<file path="config.mk">
export PLATFORM = sky130hd
export DESIGN_NAME = fetch_decode_sequencer
export DESIGN_NICKNAME = d
export VERILOG_FILES = /design/src/rtl/fetch_decode_sequencer.sv
export SDC_FILE = /design/constraint.sdc
export NUM_CORES = 1
export LEC_CHECK = 0
export BUFFER_PORTS_ARGS = -buffer_cell sky130_fd_sc_hd__buf_2
export CORE_MARGIN = 4
export CORE_UTILIZATION = 46
export CTS_CLUSTER_SIZE = 25
export DETAILED_ROUTE_END_ITERATION = 16
export PLACE_DENSITY = 0.79
export SLEW_MARGIN = 20
export SYNTH_ARGS = -nofsm -noshare
export SYNTH_HDL_FRONTEND = slang
export SYNTH_SLANG_ARGS = --single-unit
</file>
<file path="constraint.sdc">
create_clock -name clk -period 2.3 [get_ports clk]
set_clock_uncertainty 0.1 [all_clocks]
set_input_delay 0.46 -clock clk [delete_from_list [all_inputs] [get_ports clk]]
set_output_delay 0.46 -clock clk [all_outputs]
set_load 0.02 [all_outputs]
</file>
<file path="src/rtl/fetch_decode_sequencer.sv">
// fetch_decode_sequencer
//   Sits between the instruction memory port and the decoder. Fetches aligned
//   doublewords, splits each into two instruction words (low word first),
//   hands them to the decoder one at a time, follows branch redirects and
//   stops on an all-zero instruction word.
//
// Ports
//   clk, reset_n      clock, asynchronous active-low reset
//   start, entry_pc   begin fetching at entry_pc (only while idle)
//   mem_req_*         fetch request (valid/ready), doubleword-aligned address
//   mem_resp_*        fetch response, one per accepted request, in order
//   redirect_*        branch/jump redirect to a new PC
//   dec_*             instruction + PC to the decoder (valid/ready)
//   busy              not idle
//   halted            one-cycle pulse after a zero instruction is reached
//   instr_count       number of completed decoder handshakes
module fetch_decode_sequencer #(
   parameter int unsigned       ADDR_W   = 64,
   parameter logic [ADDR_W-1:0] RESET_PC = '0
) (
   input  logic              clk,
   input  logic              reset_n,
   input  logic              start,
   input  logic [ADDR_W-1:0] entry_pc,
   output logic              mem_req_valid,
   output logic [ADDR_W-1:0] mem_req_addr,
   input  logic              mem_req_ready,
   input  logic              mem_resp_valid,
   input  logic [63:0]       mem_resp_data,
   input  logic              redirect_valid,
   input  logic [ADDR_W-1:0] redirect_pc,
   output logic              dec_valid,
   output logic [31:0]       dec_instr,
   output logic [ADDR_W-1:0] dec_pc,
   input  logic              dec_ready,
   output logic              busy,
   output logic              halted,
   output logic [31:0]       instr_count
);

   typedef enum logic [2:0] {
      S_IDLE,
      S_REQ,
      S_WAIT,
      S_DRAIN,
      S_FLUSH
   } state_t;

   state_t            state_q, state_d;
   logic [ADDR_W-1:0] pc_q, pc_d;
   logic              slot_q, slot_d;
   logic [63:0]       buf_q, buf_d;
   logic [31:0]       cnt_q, cnt_d;
   logic              halted_q, halted_d;

   logic [31:0]       word;
   logic              word_zero;
   logic              hs;
   logic [ADDR_W-1:0] redir_al;
   logic [ADDR_W-1:0] entry_al;

   assign word      = slot_q ? buf_q[63:32] : buf_q[31:0];
   assign word_zero = (word == 32'h0);
   assign redir_al  = {redirect_pc[ADDR_W-1:2], 2'b00};
   assign entry_al  = {entry_pc[ADDR_W-1:2], 2'b00};

   // every output is a function of registered state only
   assign mem_req_valid = (state_q == S_REQ);
   assign mem_req_addr  = {pc_q[ADDR_W-1:3], 3'b000};
   assign dec_valid     = (state_q == S_DRAIN) && !word_zero;
   assign dec_instr     = word;
   assign dec_pc        = pc_q;
   assign busy          = (state_q != S_IDLE);
   assign halted        = halted_q;
   assign instr_count   = cnt_q;

   assign hs = dec_valid && dec_ready;

   always_ff @(posedge clk or negedge reset_n) begin
      if (!reset_n) begin
         state_q  <= S_IDLE;
         pc_q     <= RESET_PC;
         slot_q   <= 1'b0;
         buf_q    <= '0;
         cnt_q    <= '0;
         halted_q <= 1'b0;
      end else begin
         state_q  <= state_d;
         pc_q     <= pc_d;
         slot_q   <= slot_d;
         buf_q    <= buf_d;
         cnt_q    <= cnt_d;
         halted_q <= halted_d;
      end
   end

   always_comb begin
      state_d  = state_q;
      pc_d     = pc_q;
      slot_d   = slot_q;
      buf_d    = buf_q;
      cnt_d    = cnt_q;
      halted_d = 1'b0;

      unique case (state_q)
         S_IDLE: begin
            if (start) begin
               pc_d    = entry_al;
               state_d = S_REQ;
            end
         end

         S_REQ: begin
            if (redirect_valid) begin
               // an accepted old request still owes a response: flush it
               pc_d = redir_al;
               if (mem_req_ready) state_d = S_FLUSH;
            end else if (mem_req_ready) begin
               state_d = S_WAIT;
            end
         end

         S_WAIT: begin
            if (redirect_valid) begin
               pc_d    = redir_al;
               state_d = mem_resp_valid ? S_REQ : S_FLUSH;
            end else if (mem_resp_valid) begin
               buf_d   = mem_resp_data;
               slot_d  = pc_q[2];
               state_d = S_DRAIN;
            end
         end

         S_DRAIN: begin
            // a handshake coinciding with a redirect still counts
            if (hs) cnt_d = cnt_q + 32'd1;
            if (redirect_valid) begin
               pc_d    = redir_al;
               state_d = S_REQ;
            end else if (word_zero) begin
               state_d  = S_IDLE;
               halted_d = 1'b1;
            end else if (hs) begin
               pc_d = pc_q + ADDR_W'(4);
               if (!slot_q) slot_d  = 1'b1;
               else         state_d = S_REQ;
            end
         end

         S_FLUSH: begin
            if (redirect_valid) pc_d = redir_al;
            if (mem_resp_valid) state_d = S_REQ;
         end

         default: state_d = S_IDLE;
      endcase
   end

endmodule

</file>
==> impl_metrics.toml, run 1 <==
[synth]
syn_area_mm2 = 0.01046
synth.area.top_cells = "dfrtp_1 39%, mux2_2 10%, buf_4 5.1%"
synthMuxAreaShare_pct = 10.87
synth_top_area_share_pct = 38.98
yosysSeqAreaShare_pct = 38.98
yosys_warnings = 0
synth-async-reset-ratio_pct = 100.0
synth.most_common_cell = "dfrtp_1"
synth_top_family_by_area = "compound AO/OA/AOI/OAI gates"
synth_fa_ha_area_share_pct = 0.2391
netlist_top_cells_count = "163 x dfrtp_1, 96 x mux2_2, 79 x o21ai_0"
synth-simple-area-share_pct = 18.92
ys.flop_type = "dfrtp_1"
yosys.area.top_type = "dfrtp_1"
synthCells = 1126
synth_compound_area_share_pct = 19.60
synth-xor-area-share_pct = 3.013
ys_types = 79
avgSynthCellArea_um2 = 9.293
synth-edff-count = 0
ys_ff_latch = 163

[clock_network]
path_clk_slew_ns = 0.08
cts_buffers = 17
cts_tree = "done"
insertion_delay_ns = 0.43
clock_sinks = 163
htree_levels = 4
cts.path.max_buffers = 2
cts_root_buf = "clkbuf_16"

[setup_path]
critPathCaptureType = "output pin"
path_cells = "buf_6 -> mux2_4 -> or4_4 -> nor2b_1 -> buf_4 -> a21oi_4 -> buf_6"
worstPathMaxFanout = 6
critPathRequiredTime_ns = 1.74
ff2ff_setup_slack_ns = -0.52
cpMostUsedCell = "buf_6"
start_kind = "flop"
path_class = "flop to output pin"
worst_path_largest_cell_delay_ns = 0.52
path_depth = 7
cp_num_buf_inv = 3
crit_slowest_cell = "or4_4"
r2r_cells = 11
cpLargestDelayFamily = "simple AND/OR/NAND/NOR gates"
worst_ep_arrival_time_ns = 2.30

[timing]
fin_crit_sh_pct = 124.5
setup_ws_ns = -0.5637
rsz0062_at_grt = "true"
slew_violations = 0
fmax_mhz = 349.2
relSlewSlack_pct = 28.49
worst_pin_slew_ns = 1.070
hold_violations = 0
setup_viol = 101
period_needed_ns = 2.864

[drt]
first_pass_iters = 7
drt_first_iter_violations = 1145
via_count = 11750
wl_per_cell_um = 22.45
postRouteAntennaNets = 0
wl_um = 42760
drc = 0
via_per_inst = 6.170

[job]
cap_viol_max_count = 0

[place]
gp_congestion = 0.9873
io_buffers = 385
placed_cell_area_mm2 = 0.01352
detailedPlace.worstSlack_ns = -0.4553
dp_hpwl_um = 30780

[power]
ir_drop_mv = 1.203
power_leakage_nw = 7.188
power_density_mw_per_mm2 = 1555
p_comb_share_pct = 65.5
p_sw_mw = 10.99
p_int_mw = 12.23
p_seq_share_pct = 21.9
swShare_pct = 47.32
power.share.clock_pct = 12.6

[grt]
grt_pass1_wl_um = 64850
grt_max_degree = 65
grt_overflow_total = 0
grt.total_usage_pct = 31.75
antenna_found_initial = 3
grt_pass1_vias = 11850

[floorplanning]
rows = 54
dieArea_mm2 = 0.02522
die_h_um = 158.8
ios = 395
die_w_um = 158.8
start_util_pct = 47.36
core_mm2 = 0.02209

[final_layout]
final_util_pct = 67.61
area_growth_pct = 42.76
layout.nets = 1810
fin_area_mm2 = 0.01494
drive_gt1_share_pct = 50.49

[status]
outcome = "finished with violations"
violations = "negative setup slack"

[hold_path]
hold_class = "input pin to flop"
hold_path_depth = 2
## routing by layer
| metal | vias up | GRT usage, % | routed length [um] |
|---|---|---|---|
| met1 | 5689 | 37.72 | 15720 |
| li1 | 5195 | - | - |
| met4 | 0 | 12.15 | 1653 |
| met3 | 119 | 7.180 | 3863 |
| met5 | - | 0 | 0 |
| met2 | 751 | 56.21 | 21520 |
## power groups by stage
stage          registers [mW]  clock network [mW]  logic (mW)
2_1_floorplan            5.85                   0        7.62
3_3_place_gp             5.01                   0        12.7
3_5_place_dp             5.07                   0        13.0
4_1_cts                  5.03                2.93        14.7
5_1_grt                  5.21                3.07        16.1
6_report                 5.08                2.93        15.2
## layout make-up
type                    instances  area (um^2)
diodes                          3        7.507
clock buffers                  18        439.2
clock inverters                14        162.7
fillers                      1701         7156
inverters                      19        71.32
multi-input cells             811         5903
flip-flops and latches        163         4081
well taps                     280        350.3
repair buffers                597         3923
## per-stage QoR
stage	instances	total power, mW	setup TNS, ns	hold slack (ns)
floorplan	1130	13.46	-2.795	0.06441
global placement	1833	17.73	-24.55	0.3076
detailed placement	1833	18.09	-31.09	0.3104
CTS	1898	22.63	-38.49	0.1417
global route	1905	24.35	-41.42	0.1466
finish	1905	23.22	-32.95	0.1552
## worst paths after layout
check | start | end
worst min-delay path | mem_resp_data[12] | buf_q[12]$_DFFE_PN0P_
worst max-delay path | slot_q$_DFFE_PN0P_ | dec_valid
worst max register to register | slot_q$_DFFE_PN0P_ | dec_pc[14]$_DFFE_PN0P_
worst min register to register | instr_count[31]$_DFFE_PN0P_ | instr_count[31]$_DFFE_PN0P_
max in group asynchronous | reset_n | dec_pc[49]$_DFFE_PN0P_
min in group asynchronous | reset_n | buf_q[9]$_DFFE_PN0P_
## repair_timing
| action | CTS | global route |
|---|---|---|
| buffers inserted | 25 | 13 |
| cloned | 9 | 2 |
| pin swaps | 21 | 39 |
| endpoints found under the setup margin | 125 | 166 |
| resized for setup | 52 | 99 |
| endpoints found under the hold margin | 40 | 0 |
| hold buffers | 1 | 0 |
## layout by cell type, fill, tap and decap left out, drive strengths merged, types with 19 or more instances in the layout
cell,count
mux2,98
nand3,59
nand2,65
and3,24
xnor2,24
clkbuf,22
nor4,27
nor3,30
nand4,40
o21ai,85
buf,592
a21oi,40
inv,24
a31oi,21
dfrtp,163
nor2,68
a221oi,19
## logic make-up (layout without fill, tap and decap cells)
logic type / after synthesis / after routing
other: 1 / 8
AOI/OAI and AO/OA: 294 / 294
xor gates and xnor gates: 36 / 36
DFF: 163 / 163
muxes: 101 / 101
adders and majority gates: 2 / 2
buffers and inverters: 156 / 648
and+or+nand+nor: 373 / 373
## sequential cells by signal, indices dropped and copies added (netlist names)
signal and flops:
dec_pc 62, halted 1, state_q 3, instr_count 32, slot_q 1, buf_q 64
(Power assumes the default switching activity.)
==> inputs of run 2 (changes only) <==
--- a/config.mk
+++ b/config.mk
@@ -6,11 +6,12 @@
 export NUM_CORES = 1
 export LEC_CHECK = 0
 export BUFFER_PORTS_ARGS = -buffer_cell sky130_fd_sc_hd__buf_2
-export CORE_MARGIN = 4
-export CORE_UTILIZATION = 46
+export CELL_PAD_IN_SITES_DETAIL_PLACEMENT = 2
+export CELL_PAD_IN_SITES_GLOBAL_PLACEMENT = 2
+export CORE_UTILIZATION = 26
 export CTS_CLUSTER_SIZE = 25
 export DETAILED_ROUTE_END_ITERATION = 16
-export PLACE_DENSITY = 0.79
+export PLACE_DENSITY_LB_ADDON = 0.1
 export SLEW_MARGIN = 20
 export SYNTH_ARGS = -nofsm -noshare
 export SYNTH_HDL_FRONTEND = slang
==> run 2 against run 1 <==
The run still ends with negative setup slack left. Sequential share of layout area down 1.6 points. Utilization down 28 points. Setup slack lost 0.080 ns. Critical path type unchanged. Largest cell class unchanged.
==> impl_metrics.toml, run 2 (synthesis results as in run 1) <==
[floorplanning]
dieArea_mm2 = 0.04105
die_h_um = 202.6
core_mm2 = 0.03973
start_util_pct = 26.34
rows = 73
ios = 395
die_w_um = 202.6

[timing]
slew_violations = 0
setup_ws_ns = -0.6441
period_needed_ns = 2.944
relSlewSlack_pct = 42.98
worst_pin_slew_ns = 0.8513
setup_viol = 113
hold_violations = 0
fin_crit_sh_pct = 128.0
fmax_mhz = 339.7
rsz0062_at_grt = "true"

[power]
p_sw_mw = 11.33
power.share.clock_pct = 12.4
swShare_pct = 46.29
power_leakage_nw = 7.416
p_seq_share_pct = 21.0
p_int_mw = 13.14
power_density_mw_per_mm2 = 1544
p_comb_share_pct = 66.6
ir_drop_mv = 0.6357

[drt]
wl_um = 51230
drt_first_iter_violations = 477
first_pass_iters = 4
via_count = 11410
via_per_inst = 5.234
postRouteAntennaNets = 0
wl_per_cell_um = 23.50
drc = 0

[grt]
grt_pass1_vias = 12380
grt_overflow_total = 0
antenna_found_initial = 7
grt_max_degree = 65
grt.total_usage_pct = 24.42
grt_pass1_wl_um = 76070

[setup_path]
r2r-start = "slot_q$_DFFE_PN0P_"
start_kind = "flop"
worst_ep_arrival_time_ns = 2.38
regToRegEndpoint = "dec_pc[30]$_DFFE_PN0P_"
critPathCaptureType = "output pin"
ff2ff_setup_slack_ns = -0.56
r2r_cells = 12
worstPathMaxFanout = 3
critPathRequiredTime_ns = 1.74
path_class = "flop to output pin"

[final_layout]
fin_area_mm2 = 0.01585
multi_input_area_mm2 = 0.005934
area_growth_pct = 51.45
layout.nets = 1841
drive_gt1_share_pct = 50.64
fin_cells = 2180
regMostFlops = "buf_q"
final.fill_count = 4436
mostFrequentLayoutCell = "buf_2"
largest_reg_flops = 64
regArea_mm2 = 0.004084
final_cell_mix = "368 x buf_2, 178 x buf_4, 159 x dfrtp_1"

[clock_network]
cts.path.max_buffers = 2
cts_buffers = 17
clock_sinks = 163
cts_tree = "done"
insertion_delay_ns = 0.46
htree_levels = 4
path_clk_slew_ns = 0.07
cts_root_buf = "clkbuf_16"

[place]
io_buffers = 385
dp_hpwl_um = 37510
gp_congestion = 0.8421
placed_cell_area_mm2 = 0.01418
dp_cells = 2103
detailedPlace.worstSlack_ns = -0.4396

[hold_path]
min_delay_worst_endpoint = "buf_q[51]$_DFFE_PN0P_"
worstHoldStart = "mem_resp_data[51]"
hold_path_depth = 2
hold_class = "input pin to flop"

[status]
outcome = "finished with violations"
violations = "negative setup slack"

[job]
cap_viol_max_count = 0
-- run 2: worst max-delay path, stage by stage (launching register included) --
cell and delay (ns):
dfrtp_2 0.43, buf_6 0.13, buf_12 0.12, mux2_4 0.29, or4_4 0.49, nor2b_1 0.13
buf_4 0.13, a21oi_4 0.07, buf_6 0.13
-- run 2: layout make-up --
class	count	share of cell area, %
inverter	19	0.4579
antenna	2	0.03158
timing repair buffer	627	28.38
multi-input combinational	812	37.45
clock buffer	21	2.969
clock inverter	11	0.7974
sequential	163	25.77
tap	525	4.145
-- run 2: worst max-delay path by stage --
stage                  startpoint  slack, ns                         end  cells after the start
2_1_floorplan  slot_q$_DFFE_PN0P_      -0.09  instr_count[1]$_DFFE_PN0P_                      8
3_3_place_gp   slot_q$_DFFE_PN0P_      -0.42      dec_pc[39]$_DFFE_PN0P_                      8
3_5_place_dp   slot_q$_DFFE_PN0P_      -0.44      dec_pc[37]$_DFFE_PN0P_                      9
4_1_cts        slot_q$_DFFE_PN0P_      -0.64                   dec_valid                      9
5_1_grt        slot_q$_DFFE_PN0P_      -0.72                   dec_valid                      8
6_report       slot_q$_DFFE_PN0P_      -0.64                   dec_valid                      8
-- run 2: power by group through the flow --
stage / logic, mW / clock network, mW / registers, mW
4_1_cts: 15.4 / 3.10 / 5.10
3_3_place_gp: 14.0 / 0 / 5.07
6_report: 16.3 / 3.04 / 5.13
2_1_floorplan: 7.62 / 0 / 5.85
5_1_grt: 17.4 / 3.22 / 5.28
3_5_place_dp: 14.3 / 0 / 5.14
-- run 2: layer usage --
| metal | vias up | track usage (%) | wire [um] |
|---|---|---|---|
| met4 | 8 | 6.472 | 957 |
| li1 | 5235 | - | - |
| met5 | - | 0 | 57 |
| met2 | 290 | 43.26 | 26180 |
| met3 | 56 | 5.570 | 2509 |
| met1 | 5822 | 29.51 | 21520 |
-- run 2: what timing repair did --
item | CTS | global route
setup endpoints to repair | 124 | 124
hold buffers | 1 | 0
endpoints found under the hold margin | 36 | 0
pin swaps | 17 | 20
gates resized for setup | 48 | 108
setup buffers | 19 | 15
gates cloned | 6 | 6
-- run 2: through the flow --
step	power (mW)	hold WS (ns)	TNS [ns]	utilization, %
floorplan	13.46	0.06441	-2.795	-
global placement	19.07	0.3503	-29.42	35.70
detailed placement	19.43	0.3454	-31.34	35.70
CTS	23.59	0.1142	-45.65	38.45
global route	25.87	0.09932	-55.38	39.87
finish	24.47	0.1271	-45.86	39.89
